--- config.mk ---
export PLATFORM = sky130hd
export DESIGN_NAME = action_selector
export DESIGN_NICKNAME = d
export VERILOG_FILES = /design/src/rtl/actsel_pkg.sv /design/src/rtl/actsel_lfsr.sv /design/src/rtl/action_selector.sv
export SDC_FILE = /design/constraint.sdc
export NUM_CORES = 1
export LEC_CHECK = 0
export ABC_AREA = 1
export BUFFER_PORTS_ARGS = -buffer_cell sky130_fd_sc_hd__buf_2
export CAP_MARGIN = 0
export CORE_MARGIN = 10
export CORE_UTILIZATION = 55
export DETAILED_ROUTE_END_ITERATION = 8
export GPL_ROUTABILITY_DRIVEN = 0
export PLACE_DENSITY_LB_ADDON = 0.15
export SYNTH_ARGS = -nofsm -noshare
export SYNTH_HDL_FRONTEND = slang
export SYNTH_HIERARCHICAL = 1
export SYNTH_SLANG_ARGS = --single-unit
export TNS_END_PERCENT = 10
--- constraint.sdc ---
create_clock -name clk -period 4.2 [get_ports clk]
set_input_delay 0.63 -clock clk [delete_from_list [all_inputs] [get_ports clk]]
set_output_delay 0.63 -clock clk [all_outputs]
set_load 0.02 [all_outputs]
--- src/rtl/actsel_pkg.sv ---
// actsel_pkg: shared sizes, LFSR seed and FSM state type for the action selector.
package actsel_pkg;
    localparam int Q_W = 16;
    localparam int NUM_ACT = 15;
    localparam int ACT_W = 4;
    localparam logic [15:0] LFSR_SEED = 16'hACE1;
    typedef enum logic [1:0] {IDLE, SCAN, DECIDE, DONE} state_e;
endpackage

--- src/rtl/actsel_lfsr.sv ---
// actsel_lfsr: free-running 16-bit Galois LFSR, x^16+x^14+x^13+x^11+1, right-shifting.
module actsel_lfsr (
    input  logic        clk,
    input  logic        rst,
    output logic [15:0] lfsr
);
    import actsel_pkg::*;
    always_ff @(posedge clk or posedge rst) begin
        if (rst) lfsr <= LFSR_SEED;
        else     lfsr <= {lfsr[0], lfsr[15], lfsr[14] ^ lfsr[0], lfsr[13] ^ lfsr[0],
                          lfsr[12], lfsr[11] ^ lfsr[0], lfsr[10:1]};
    end
endmodule

--- src/rtl/action_selector.sv ---
// action_selector: scans the Q-table for the argmax action, optionally epsilon-greedy.
// Exploration (LFSR + eps threshold) is built only when ACTSEL_EXPLORE_EN is defined.
module action_selector #(
    parameter int Q_W     = actsel_pkg::Q_W,
    parameter int NUM_ACT = actsel_pkg::NUM_ACT
) (
    input  logic                          clk,
    input  logic                          rst,
    input  logic                          start,
    input  logic [7:0]                    eps,
    output logic                          q_rd,
    output logic [actsel_pkg::ACT_W-1:0]  q_addr,
    input  logic signed [Q_W-1:0]         q_data,
    output logic [actsel_pkg::ACT_W-1:0]  at,
    output logic                          at_valid,
    output logic                          busy
);
    import actsel_pkg::*;
    localparam logic [ACT_W-1:0] LAST = ACT_W'(NUM_ACT - 1);
    state_e                 state_q;
    logic signed [Q_W-1:0]  best_q;
    logic [ACT_W-1:0]       best_idx_q, cmp_idx_q, at_d;
    logic                   cmp_vld_q, take;
    // address 0 seeds best unconditionally, so all-negative tables work
    assign take = cmp_vld_q && (cmp_idx_q == '0 || q_data > best_q);
`ifdef ACTSEL_EXPLORE_EN
    logic [15:0] lfsr;
    logic [7:0]  eps_q;
    actsel_lfsr u_lfsr (.clk(clk), .rst(rst), .lfsr(lfsr));
    always_ff @(posedge clk or posedge rst) begin
        if (rst)                          eps_q <= '0;
        else if (state_q == IDLE && start) eps_q <= eps;
    end
    assign at_d = (lfsr[7:0] < eps_q) ? ((lfsr[11:8] == 4'hF) ? 4'hE : lfsr[11:8]) : best_idx_q;
`else
    logic unused_eps;
    assign unused_eps = ^eps;
    assign at_d = best_idx_q;
`endif
    always_ff @(posedge clk or posedge rst) begin
        if (rst) begin
            state_q    <= IDLE;
            q_rd       <= 1'b0;
            q_addr     <= '0;
            at         <= '0;
            at_valid   <= 1'b0;
            busy       <= 1'b0;
            best_q     <= '0;
            best_idx_q <= '0;
            cmp_idx_q  <= '0;
            cmp_vld_q  <= 1'b0;
        end else begin
            cmp_vld_q <= q_rd;
            cmp_idx_q <= q_addr;
            if (take) begin
                best_q     <= q_data;
                best_idx_q <= cmp_idx_q;
            end
            case (state_q)
                IDLE: if (start) begin
                    state_q <= SCAN;
                    busy    <= 1'b1;
                    q_rd    <= 1'b1;
                end
                SCAN: begin
                    if (q_rd) begin
                        q_rd   <= q_addr != LAST;
                        q_addr <= (q_addr == LAST) ? '0 : q_addr + ACT_W'(1);
                    end
                    if (cmp_vld_q && cmp_idx_q == LAST) state_q <= DECIDE;
                end
                DECIDE: begin
                    at       <= at_d;
                    at_valid <= 1'b1;
                    state_q  <= DONE;
                end
                default: begin
                    at_valid <= 1'b0;
                    busy     <= 1'b0;
                    state_q  <= IDLE;
                end
            endcase
        end
    end
endmodule

==> reports/metrics.yaml <==
cap_violations: 0
layout_commonest_cell: "nand2_1"
finalSetupTns_ns: 0
rows: 21
core-area_um2: 3440
die_area_um2: 6490
cp_max_fo: 21
hold_violations: 0
grt_pass1_vias: 1495
antenna_cells: 0
endpoint_kind: "register"
route.detailed.drc: 0
die_h_um: 80.5
setup_viol: 0
cts_buffer_depth: 2
hold_path_class: "reg -> reg"
powerDensity_nw_per_um2: 282
finalClockSkew_ns: 0.00320
cts_resized: 0
met3_usage: 0.0390
clockRootBuffer: "clkbuf_8"
final_cell_mix: "nand2_1, dfrtp_1, inv_1"
setup.worst_path.class: "in -> reg"
hold_buffers: 0
synthCells: 229
drtAntennaViolNets: 0
ys_ff_latch: 38
worst_pin_slew_ns: 0.792
place_inst: 299
period_share: 0.532
grt_pass1_wl_um: 6440
layout.nets: 306
grtUsageMet2: 0.191
synth-seq-area-share: 0.472
postCtsSetupRepairBufs: 0
p_leak_nw: 1.25
use_met1: 0.152
gr-total-overflow: 0
stdcell_count: 306
num_vias: 1522
p_sw_mw: 0.143
p_clk_frac: 0.362
synth_area_um2: 2020
grtUsageTotal: 0.121
area_delta_synth_final_pct: 12.0
p_int_mw: 0.494
clk_latency_ns: 0.28
clkSinkCount: 38
syn_area_per_cell_um2: 8.80
max_freq_mhz: 447
tritoncts: "done"
setup.worst_path.start: "q_data[15]"
ioPinCount: 38
final_util: 0.656
routed_wl_um: 3710
io_buffers: 29
drive_gt1_frac: 0.215
rsz0062_at_grt: "no"
rr_startpoint: "best_q[15]$_DFFE_PP0P_"
tritoncts.num_buffers: 5
dr.pass1.iters: 4
antenna_found_initial: 0
clkTransAtPathRegs_ns: 0.07
cts_max_level: 2
synth_fp_nets: 275
critPathLaunchType: "input pin"
worstPathArrival_ns: 2.40
outcome: "completed"
drv_slew: 0
max-slew-margin-rel: 0.472
p_seq_frac: 0.574
initial_core_util: 0.586
synth_top_area_share: 0.472
dp_hpwl_um: 2750
synth_area_leader_cell: "dfrtp_1"
die_w_um: 80.5
via_per_inst: 4.97
power_frac_comb: 0.064
wl_per_cell_um: 12.1
fin_crit_ns: 2.24
top_usage_layer: "met2"
worst_ep_required_time_ns: 4.37
worstHoldStart: "q_addr[3]$_DFFE_PP0P_"
vdd_drop_max_v: 0.000173
grt_max_degree: 39
yosysWarnings: 6
yosys-top-cells-area: "dfrtp_1, ha_1, nand2_1"
synth_cell_type_count: 23
swShare: 0.225
drtIter0Drc: 54
==> through the flow <==
| stage | instance area (um2) | setup slack, ns | hold slack [ns] | power (mW) |
|---|---|---|---|---|
| 3_3_place_gp | 2180 | 1.71 | 0.423 | 0.414 |
| 4_1_cts | 2260 | 1.96 | 0.437 | 0.648 |
| 6_report | 2260 | 1.96 | 0.436 | 0.637 |
| 2_1_floorplan | 2020 | 2.23 | 0.442 | 0.397 |
| 5_1_grt | 2260 | 1.79 | 0.469 | 0.668 |
| 3_5_place_dp | 2180 | 1.66 | 0.419 | 0.414 |
==> layout make-up <==
| cell class | count | area [um2] |
|---|---|---|
| Timing Repair Buffer | 30 | 153 |
| Multi-Input combinational cell | 155 | 905 |
| Clock inverter | 2 | 10.0 |
| Clock buffer | 5 | 68.8 |
| Tap cell | 46 | 57.6 |
| Inverter | 30 | 113 |
| Sequential cell | 38 | 951 |
| Fill cell | 308 | 1180 |
==> registers in the layout, indices dropped and copies added, names as in the netlist <==
| signal | cells |
|---|---|
| at_d | 4 |
| cmp_vld_q | 1 |
| busy | 1 |
| q_addr | 4 |
| best_q | 16 |
| state_q | 2 |
| cmp_idx_q | 4 |
| at_valid | 1 |
| at | 4 |
| q_rd | 1 |
==> Yosys cell counts, drive strengths merged <==
| master | n |
|---|---|
| ha | 19 |
| buf | 6 |
| a21o | 1 |
| o21ai | 5 |
| dfrtp | 38 |
| mux2 | 4 |
| nand2 | 69 |
| nor2 | 13 |
| nand3 | 26 |
| inv | 30 |
| a211oi | 1 |
| nand4 | 2 |
| a21oi | 10 |
| or4 | 1 |
| or2 | 1 |
| nor3 | 2 |
| o31ai | 1 |
==> per-layer routing <==
metal	part of all wire	up-vias
met3	0.041	4
met2	0.46	24
met5	0	-
met1	0.49	703
li1	-	791
met4	0.010	0
==> critical path, cell delays in order <==
cell and delay [ns]:
buf_2 0.11, ha_1 0.33, a21oi_1 0.16, o21ai_0 0.09
a21oi_1 0.18, nand2_1 0.08, nand2_1 0.07, nand3_2 0.08
nand2_4 0.22, nand2_4 0.24, nand2_1 0.14, nand2_1 0.07
==> power by group through the flow <==
stage | Sequential (mW) | Clock [mW] | Combinational [mW]
3_3_place_gp | 0.373 | 0 | 0.0408
5_1_grt | 0.365 | 0.255 | 0.0479
2_1_floorplan | 0.373 | 0 | 0.0242
4_1_cts | 0.366 | 0.240 | 0.0419
3_5_place_dp | 0.373 | 0 | 0.0416
6_report | 0.366 | 0.230 | 0.0407
==> worst paths after layout <==
check	to	slack [ns]	cells past startpoint
setup / recovery	best_q[4]$_DFFE_PP0P_	1.96	12
hold / removal	cmp_idx_q[3]$_DFF_PP0_	0.44	0
setup reg to reg	best_q[4]$_DFFE_PP0P_	2.03	11
hold reg to reg	cmp_idx_q[3]$_DFF_PP0_	0.44	0
max in group asynchronous	at[0]$_DFFE_PP0P_	3.43	3
min in group asynchronous	best_q[9]$_DFFE_PP0P_	0.45	3
==> cell families after synthesis <==
| family | Yosys count | share of synthesized area |
|---|---|---|
| AO/OA/AOI/OAI | 18 | 0.0484 |
| multiplexers | 4 | 0.0223 |
| adder cells (fa/ha/maj) | 19 | 0.118 |
| AND/OR/NAND/NOR | 114 | 0.260 |
| flip-flops | 38 | 0.472 |
| buffers and inverters | 36 | 0.0795 |
Power figures use the tool's default switching activity.
